<file path="src/rtl/cpu_pkg.sv">
// rtl/cpu_pkg.sv - shared LEGv8 CPU constants, instruction field positions and fetch FSM states
package cpu_pkg;

   localparam int ADDR_W_DEFAULT = 64;

   localparam logic [31:0] NOP_INSTR = 32'h0000_0000;

   // Branch immediates: imm26 for B, imm19 for B.cond / CBZ / CBNZ
   localparam int IMM26_MSB = 25;
   localparam int IMM26_LSB = 0;
   localparam int IMM19_MSB = 23;
   localparam int IMM19_LSB = 5;

   typedef enum logic {
      FILL = 1'b0,
      RUN  = 1'b1
   } fetch_state_e;

endpackage

</file>
<file path="src/rtl/fetch_stage_if.sv">
// rtl/fetch_stage_if.sv - instruction-memory port and IF/ID register outputs of the fetch stage
interface fetch_stage_if #(
   parameter int ADDR_W = cpu_pkg::ADDR_W_DEFAULT
);

   logic [ADDR_W-1:0] imem_addr;
   logic [31:0]       imem_rdata;
   logic [31:0]       if_id_instr;
   logic [ADDR_W-1:0] if_id_pc;
   logic              if_id_valid;

   modport master (
      output imem_addr,
      output if_id_instr,
      output if_id_pc,
      output if_id_valid,
      input  imem_rdata
   );

   modport slave (
      input  imem_addr,
      input  if_id_instr,
      input  if_id_pc,
      input  if_id_valid,
      output imem_rdata
   );

endinterface

</file>
<file path="src/rtl/branch_target_adder.sv">
// rtl/branch_target_adder.sv - PC-relative branch target: pc + (sign-extended imm26/imm19 << 2)
module branch_target_adder #(
   parameter int ADDR_W = cpu_pkg::ADDR_W_DEFAULT
) (
   input  logic [ADDR_W-1:0] pc,
   input  logic [31:0]       instr,
   input  logic              uncond_br,
   output logic [ADDR_W-1:0] target
);
   import cpu_pkg::*;

   localparam int IMM26_W = IMM26_MSB - IMM26_LSB + 1;
   localparam int IMM19_W = IMM19_MSB - IMM19_LSB + 1;

   logic [ADDR_W-1:0] off26;
   logic [ADDR_W-1:0] off19;
   logic [ADDR_W-1:0] offset;
   logic              unused_opcode;

   assign off26 = {{(ADDR_W-IMM26_W-2){instr[IMM26_MSB]}}, instr[IMM26_MSB:IMM26_LSB], 2'b00};
   assign off19 = {{(ADDR_W-IMM19_W-2){instr[IMM19_MSB]}}, instr[IMM19_MSB:IMM19_LSB], 2'b00};

   assign offset = uncond_br ? off26 : off19;
   assign target = pc + offset;

   assign unused_opcode = ^instr[31:IMM26_MSB+1];

endmodule

</file>
<file path="src/rtl/fetch_stage.sv">
// rtl/fetch_stage.sv - LEGv8 instruction fetch with PC, IF/ID register, delay-slot branches and stall hold
module fetch_stage #(
   parameter int                ADDR_W    = cpu_pkg::ADDR_W_DEFAULT,
   parameter logic [ADDR_W-1:0] RESET_PC  = {ADDR_W{1'b0}},
   parameter logic [31:0]       NOP_INSTR = cpu_pkg::NOP_INSTR
) (
   input  logic          clk,
   input  logic          reset,
   input  logic          stall,
   input  logic          br_taken,
   input  logic          uncond_br,
   fetch_stage_if.master bus,
   output logic [31:0]   fetch_count
);
   import cpu_pkg::*;

   fetch_state_e      state_q, state_d;
   logic [ADDR_W-1:0] pc_q, pc_d;
   logic [31:0]       ir_q, ir_d;
   logic [ADDR_W-1:0] if_pc_q, if_pc_d;
   logic              valid_q, valid_d;
   logic [31:0]       count_q, count_d;
   logic [ADDR_W-1:0] target;
   logic              capture;

   branch_target_adder #(
      .ADDR_W (ADDR_W)
   ) u_target (
      .pc        (if_pc_q),
      .instr     (ir_q),
      .uncond_br (uncond_br),
      .target    (target)
   );

   always_ff @(posedge clk) begin
      if (reset) begin
         state_q <= FILL;
         pc_q    <= RESET_PC;
         ir_q    <= NOP_INSTR;
         if_pc_q <= RESET_PC;
         valid_q <= 1'b0;
         count_q <= 32'd0;
      end else begin
         state_q <= state_d;
         pc_q    <= pc_d;
         ir_q    <= ir_d;
         if_pc_q <= if_pc_d;
         valid_q <= valid_d;
         count_q <= count_d;
      end
   end

   always_comb begin
      state_d = state_q;
      pc_d    = pc_q;
      ir_d    = ir_q;
      if_pc_d = if_pc_q;
      valid_d = valid_q;
      count_d = count_q;
      capture = 1'b0;

      case (state_q)
         FILL: begin
            capture = 1'b1;
            state_d = RUN;
            pc_d    = pc_q + ADDR_W'(4);
         end
         RUN: begin
            // A bubble in IF/ID never redirects, and the delay slot is always kept.
            if (!stall) begin
               capture = 1'b1;
               pc_d    = (br_taken && valid_q) ? target : pc_q + ADDR_W'(4);
            end
         end
         default: state_d = FILL;
      endcase

      if (capture) begin
         ir_d    = bus.imem_rdata;
         if_pc_d = pc_q;
         valid_d = 1'b1;
         count_d = (count_q == 32'hFFFF_FFFF) ? count_q : count_q + 32'd1;
      end
   end

   assign bus.imem_addr   = pc_q;
   assign bus.if_id_instr = valid_q ? ir_q : NOP_INSTR;
   assign bus.if_id_pc    = if_pc_q;
   assign bus.if_id_valid = valid_q;
   assign fetch_count     = count_q;

endmodule

</file>
<file path="src/flat_wrapper.sv">
// flat-port wrapper written by rule: the top's interface ports become plain ports
module fetch_stage_flat import cpu_pkg::*;
#(
   parameter int                ADDR_W    = cpu_pkg::ADDR_W_DEFAULT,
   parameter logic [ADDR_W-1:0] RESET_PC  = {ADDR_W{1'b0}},
   parameter logic [31:0]       NOP_INSTR = cpu_pkg::NOP_INSTR
)
  (clk, reset, stall, br_taken, uncond_br, fetch_count, bus_imem_addr, bus_if_id_instr, bus_if_id_pc, bus_if_id_valid, bus_imem_rdata);
  fetch_stage_if #(.ADDR_W(ADDR_W)) bus_i ();
  input  logic clk;
  input  logic reset;
  input  logic stall;
  input  logic br_taken;
  input  logic uncond_br;
  output logic [31:0] fetch_count;
  output wire logic [$bits(bus_i.imem_addr)-1:0] bus_imem_addr;
  output wire logic [$bits(bus_i.if_id_instr)-1:0] bus_if_id_instr;
  output wire logic [$bits(bus_i.if_id_pc)-1:0] bus_if_id_pc;
  output wire logic [$bits(bus_i.if_id_valid)-1:0] bus_if_id_valid;
  input wire logic [$bits(bus_i.imem_rdata)-1:0] bus_imem_rdata;
  assign bus_imem_addr = bus_i.imem_addr;
  assign bus_if_id_instr = bus_i.if_id_instr;
  assign bus_if_id_pc = bus_i.if_id_pc;
  assign bus_if_id_valid = bus_i.if_id_valid;
  assign bus_i.imem_rdata = bus_imem_rdata;
  fetch_stage #(.ADDR_W(ADDR_W), .RESET_PC(RESET_PC), .NOP_INSTR(NOP_INSTR)) u_core (.clk(clk), .reset(reset), .stall(stall), .br_taken(br_taken), .uncond_br(uncond_br), .bus(bus_i), .fetch_count(fetch_count));
endmodule
</file>
<file path="config.mk">
export PLATFORM = sky130hd
export DESIGN_NAME = fetch_stage_flat
export DESIGN_NICKNAME = d
export VERILOG_FILES = /design/src/rtl/cpu_pkg.sv /design/src/rtl/fetch_stage_if.sv /design/src/rtl/branch_target_adder.sv /design/src/rtl/fetch_stage.sv /design/src/flat_wrapper.sv
export SDC_FILE = /design/constraint.sdc
export NUM_CORES = 1
export LEC_CHECK = 0
export CAP_MARGIN = 10
export CORE_MARGIN = 5
export CORE_UTILIZATION = 50
export CTS_CLUSTER_SIZE = 40
export DETAILED_ROUTE_END_ITERATION = 16
export GPL_ROUTABILITY_DRIVEN = 0
export HOLD_SLACK_MARGIN = 0.03
export PLACE_DENSITY = 0.88
export SYNTH_ARGS = -nofsm -noshare
export SYNTH_HDL_FRONTEND = slang
export SYNTH_SLANG_ARGS = --single-unit
</file>
<file path="constraint.sdc">
create_clock -name clk -period 5.8 [get_ports clk]
set_clock_uncertainty 0.05 [all_clocks]
set_input_delay 1.45 -clock clk [delete_from_list [all_inputs] [get_ports clk]]
set_output_delay 1.45 -clock clk [all_outputs]
set_load 0.1 [all_outputs]
</file>
# After elaboration in Yosys (flattened, before gate mapping)
# Cells that the tools add are included.
dict set report op_classes {
  n_eq_ne 2
  addsub 3
  muxes 8
  bitwise 2
  n_reduce_logical 2
}
# cell n
set ops {}
lappend ops {{64-bit two-way mux} 3}
lappend ops {{64-bit case mux with 2 select lines} 1}
lappend ops {{64-bit by 3-bit adder with 64-bit output, second input constant} 1}
lappend ops {{64-bit adder} 1}
lappend ops {{32-bit by 1-bit adder with 32-bit output, second input constant} 1}
lappend ops {{32-bit equality test, second input constant} 1}
lappend ops {{32-bit two-way mux} 1}
lappend ops {{1-bit two-way mux} 2}
lappend ops {{2-bit != test, second input constant} 1}
lappend ops {{1-bit inverter} 2}
lappend ops {{1-bit case mux with 2 select lines} 1}
lappend ops {{2-bit AND reduction} 1}
lappend ops {{1-bit logical AND} 1}
dict set report totals {
  word_cells 23
  ff_bits 194
  output_inout_bits 193
  input_bits 37
}

# Depth between registers and ports, before layout
dict set report logic_depth {
  ltp_word 5
  ltp_mapped 16
  ltp_nobuf 13
}

# Cells and area by module
# A second synthesis with hierarchy kept.
dict set report hier_totals {
  cells_unflattened 1870
  area_unflattened_um2 13638.1
}
# module area_per_inst_um2 instances seq_area_each_um2 cells_per_inst
set by_module_without_submodules {}
lappend by_module_without_submodules {fetch_stage 9659.3 1 3883.7 1279}
lappend by_module_without_submodules {branch_target_adder 3978.8 1 0.0 591}

# Worst setup path after synthesis
# Ideal clock, no wire load.
dict set report synth_timing {
  kind {input-to-reg}
  startpoint {input port uncond_br}
  endpoint {register u_core.pc_q[42], in the netlist u_core.bus.imem_addr[42]}
  slack_ps 597
  required_time_ps 5622
  path_stages 13
  setup_time_ps 128
  t_arrival_ps 5025
  path_buffers 1
  path_cell_list {clkbuf_1 -> nand2b_1 -> nand2_1 -> ha_1 -> nand4_1 -> or4_1 -> a41oi_1 -> a211oi_2 -> a31oi_2 -> a31oi_1 -> xnor2_1 -> a222oi_1 -> nor2_1}
}
dict set report synth_between {
  elab_chain_len 5
}
# item line_no
set synth_rtl {}
lappend synth_rtl {{start, declared} flat_wrapper.sv:14} ;# input logic uncond_br;
lappend synth_rtl {{64-bit two-way mux} branch_target_adder.sv:23} ;# assign offset = uncond_br ? off26 : off19;
lappend synth_rtl {{64-bit adder} branch_target_adder.sv:24} ;# assign target = pc + offset;
lappend synth_rtl {{64-bit two-way mux} fetch_stage.sv:72} ;# pc_d = (br_taken && valid_q) ? target : pc_q + ADDR_W'(4);
lappend synth_rtl {{64-bit two-way mux} fetch_stage.sv:70} ;# if (!stall) begin
lappend synth_rtl {{64-bit case mux with 2 select lines} fetch_stage.sv:62} ;# case (state_q)
lappend synth_rtl {{end signal, assigned} fetch_stage.sv:45} ;# pc_q <= pc_d;
lappend synth_rtl {{end, declared} fetch_stage.sv:18} ;# logic [ADDR_W-1:0] pc_q, pc_d;
# No other way between the ends. The select of a mux whose other input is x is not followed.
# A chain may end at the register's enable or synchronous reset.

# Worst setup path in the final report
dict set report layout_timing {
  startpoint {input port uncond_br}
  endpoint {register u_core.pc_q[63], in the netlist u_core.bus.imem_addr[63]}
}
# Same word-level chain as after synthesis.

==> results.txt <==
----------------------------------------------------
[CTS]
  CTS H-tree depth ... 4
  Num CTS Buffers ... 17
  Clock Tree Root ... clkbuf_16
  Worst-path clk slew ... 80 ps
  Number of clock sinks ... 194
  Clock latency at the later pin of the worst-skew pair ... 440 ps
  Buffers from clock root to sink, at most ... 2
  Buffers inserted by post-CTS timing repair ... 0
  TritonCTS clock tree ... built
  Number of hold buffers added after cts ... 0
  Resized cells post-CTS ... 0

[Yosys]
  Count of warnings emitted by yosys ... 0
  Biggest area consumer among synthesized cells ... dfxtp_1
  Fraction of registers with async set/reset ... 0
  Avg Synthesized Cell Area ... 7.221 µm²
  Library cells used by synthesis ... 75
  FF+latch count, synth ... 194
  Most instantiated flip-flop cell in the synthesis netlist ... dfxtp_1
  Number of instances in the synthesized netlist ... 1754
  Area contributors post-synth ... dfxtp_1 (31%), a21oi_1 (10%), nand2_1 (9.9%)
  Post-synth top cells ... nand2_1 (334), a21oi_1 (252), dfxtp_1 (194)
  Most frequently used cell type in the post-synthesis netlist ... nand2_1
  Number of synthesized flops with an enable pin ... 0
  Yosys top cell area share ... 0.3066
  Sequential element share of the synthesized area ... 0.3066
  Net count after synthesis ... 1855
  Area of the mapped netlist ... 12670 µm²

[Setup path]
  Critical register-to-register path startpoint ... u_core.ir_q[23]
  Crit Path Category ... primary input to register
  Capture point of the worst reg-to-reg path ... u_core.bus.imem_addr[63]
  Peak per-stage delay on the critical path ... 680 ps
  Number of cell instances on the worst register-to-register path ... 14
  Data required time at the worst endpoint ... 6070 ps
  Register-to-register path setup slack ... 1950 ps
  Nature of the critical path endpoint ... register
  CP Max Fanout ... 11
  Kind of start point of the critical path ... primary input
  Critical Path Slowest Stage Cell ... clkdlybuf4s50_1
  Critical path, cell by cell ... clkdlybuf4s50_1 -> buf_4 -> mux2_2 -> ha_1 -> a21o_1 -> a21oi_1 -> a21oi_1 -> o211ai_1 -> a211oi_1 -> o21ai_1 -> o21bai_1 -> a31oi_1 -> xnor2_1 -> o21ai_1
  Data arrival, critical path ... 5570 ps

[Outcome]
  Status ... finished clean

[Min path]
  Depth of the worst hold-timing path ... 2
  Hold Crit Endpoint ... u_core.ir_q[30]
  Min-delay src ... u_core.ir_q[30]
  Tightest Hold Check Type ... register to register

[Power]
  VDD IR max ... 0.1838 mV
  Static power due to leakage ... 5.907 nW
  Power density relative to cell area ... 216.0 nW/µm²

[STA]
  Period utilisation layout ... 0.9152
  Number of pins with negative max-slew slack in the final report ... 0
  Transition time of the tightest slew-check pin ... 1071 ps
  Final critical-path required period ... 5308 ps
  Remaining max-slew budget at the tightest pin ... 0.2841
  Unrepaired setup endpoints after global routing ... no
  Peak clock frequency supported by timing ... 0.1884 GHz
  Number of failing setup endpoints in the final timing report ... 0
  Final number of hold-violating endpoints ... 0
  Final total negative setup slack ... 0 ps

[Die]
  Placeable core area ... 25040 µm²
  Die H ... 169.2 µm
  Initial cell density of the core ... 0.5059
  Floorplan die width ... 169.2 µm
  Cell Rows ... 58
  Number of top-level pins ... 230
  Area of the die ... 28620 µm²

[Routing]
  Iteration-0 DRC count of the detailed router ... 1974
  First-pass DRT Iterations ... 6
  Routed length per instance ... 18.62 µm
  Total wirelength of the detailed-routed design ... 41810 µm
  Detailed-route via count ... 14130
  DR vias/cell ... 6.290
  Number of antenna-violating nets in the routed design ... 0
  Detailed-route DRC error count ... 0

[GRT]
  Antenna violations before repair ... 1
  Sum of overflow across all layers after global routing ... 0
  Via count of the first global-routing pass ... 13020
  Largest net degree at the start of global routing ... 112
  Overall track demand over capacity in global routing ... 0.2804
  First-pass GRT wire length ... 67260 µm

[Cells and area]
  P&R area growth vs syn ... 23.74%
  Fraction of layout instances using a drive strength above 1 ... 0.04854
  Final cell utilization of the core ... 0.6260
  Number of nets in the final layout ... 2005
  Antenna Cells ... 0

[Place]
  Count of input and output buffers ... 229
  HPWL reported at the end of detailed placement ... 29590 µm

[Flow run]
  Max-cap violations ... 0

----------------------------------------------------
[cells by family (layout without fill, tap and decap cells)]
logic type / Yosys count / in the layout / synth area share
buf+inv: 140 / 302 / 0.04258
mux: 20 / 20 / 0.01758
compound gates: 532 / 532 / 0.2502
fa+ha+maj: 64 / 64 / 0.06382
flops: 194 / 194 / 0.3066
xor+xnor: 75 / 75 / 0.05186
simple gates: 729 / 729 / 0.2673
[stage by stage]
stage	power [mW]	cell area (µm²)	setup slack [ps]	std cells	hold WS, ps
4_1_cts	3.380	15670	655.1	2246	403.0
5_1_grt	3.497	15670	381.1	2246	424.3
3_5_place_dp	2.169	15080	201.6	2215	391.9
6_report	3.385	15670	491.6	2246	403.4
3_3_place_gp	2.156	15080	329.0	2215	383.6
2_1_floorplan	1.975	12670	597.0	1754	377.3
[layout by cell type (no fill, tap or decap), types with 6 or more instances in the layout]
master / n
and4_1: 10
a31oi_1: 18
buf_4: 19
nor4_1: 10
and3_1: 22
a21o_1: 48
o21ai_0: 88
o22ai_1: 9
nand2b_1: 7
and2_1: 42
nor2_1: 125
xor2_1: 38
a21oi_1: 252
mux2_2: 18
o21bai_1: 13
clkbuf_16: 17
xnor2_1: 37
inv_1: 22
a211oi_1: 19
nand3_1: 47
dfxtp_1: 194
nand4_1: 39
or3_1: 17
nor2b_1: 6
nor3_1: 42
clkdlybuf4s50_1: 228
ha_1: 63
o21ai_1: 17
nand2_1: 333
[registers in the layout, summed over array words and instances, names as in the netlist]
register and count:
u_core.bus.if_id_pc 64, u_core.bus.if_id_valid 1, u_core.bus.imem_addr 64, u_core.fetch_count 32, u_core.ir_q 32, u_core.state_q 1
[critical path: cells and delay by family]
kind	cells	cell delay, ps
AOI/OAI and AO/OA	9	2290
buffers and inverters	2	950
muxes	1	360
adders and majority gates	1	350
xor gates and xnor gates	1	170
[layout make-up]
type	count	area, µm²
clock buffer	17	425.4
clock inverter	14	168.9
fill	2106	9364
inverter	23	86.33
multi-input combinational	1420	8259
sequential	194	3884
tap	330	412.9
timing repair buffer	248	2436
[layer usage]
| layer | track usage | wire [µm] |
|---|---|---|
| met1 | 0.3636 | 16530 |
| met3 | 0.06872 | 4605 |
| met5 | 0 | 13 |
| met4 | 0.1117 | 1695 |
| met2 | 0.4510 | 18960 |
[worst max-delay path by stage]
stage / startpoint / endpoint / slack [ps] / depth (start not counted)
after floorplan: uncond_br / u_core.bus.imem_addr[42] / 600 / 13
after global placement: uncond_br / u_core.bus.imem_addr[44] / 330 / 14
after detailed placement: uncond_br / u_core.bus.imem_addr[44] / 200 / 14
after CTS: uncond_br / u_core.bus.imem_addr[44] / 660 / 14
after global routing: uncond_br / u_core.bus.imem_addr[58] / 380 / 15
final: uncond_br / u_core.bus.imem_addr[63] / 490 / 14
[power breakdown]
part / switching (mW) / internal [mW] / total (mW)
Sequential: 0.0609 / 1.37 / 1.43
Clock: 0.614 / 0.617 / 1.23
Combinational: 0.522 / 0.199 / 0.721
Total: 1.20 / 2.19 / 3.38
Power figures use the tool's default switching activity.
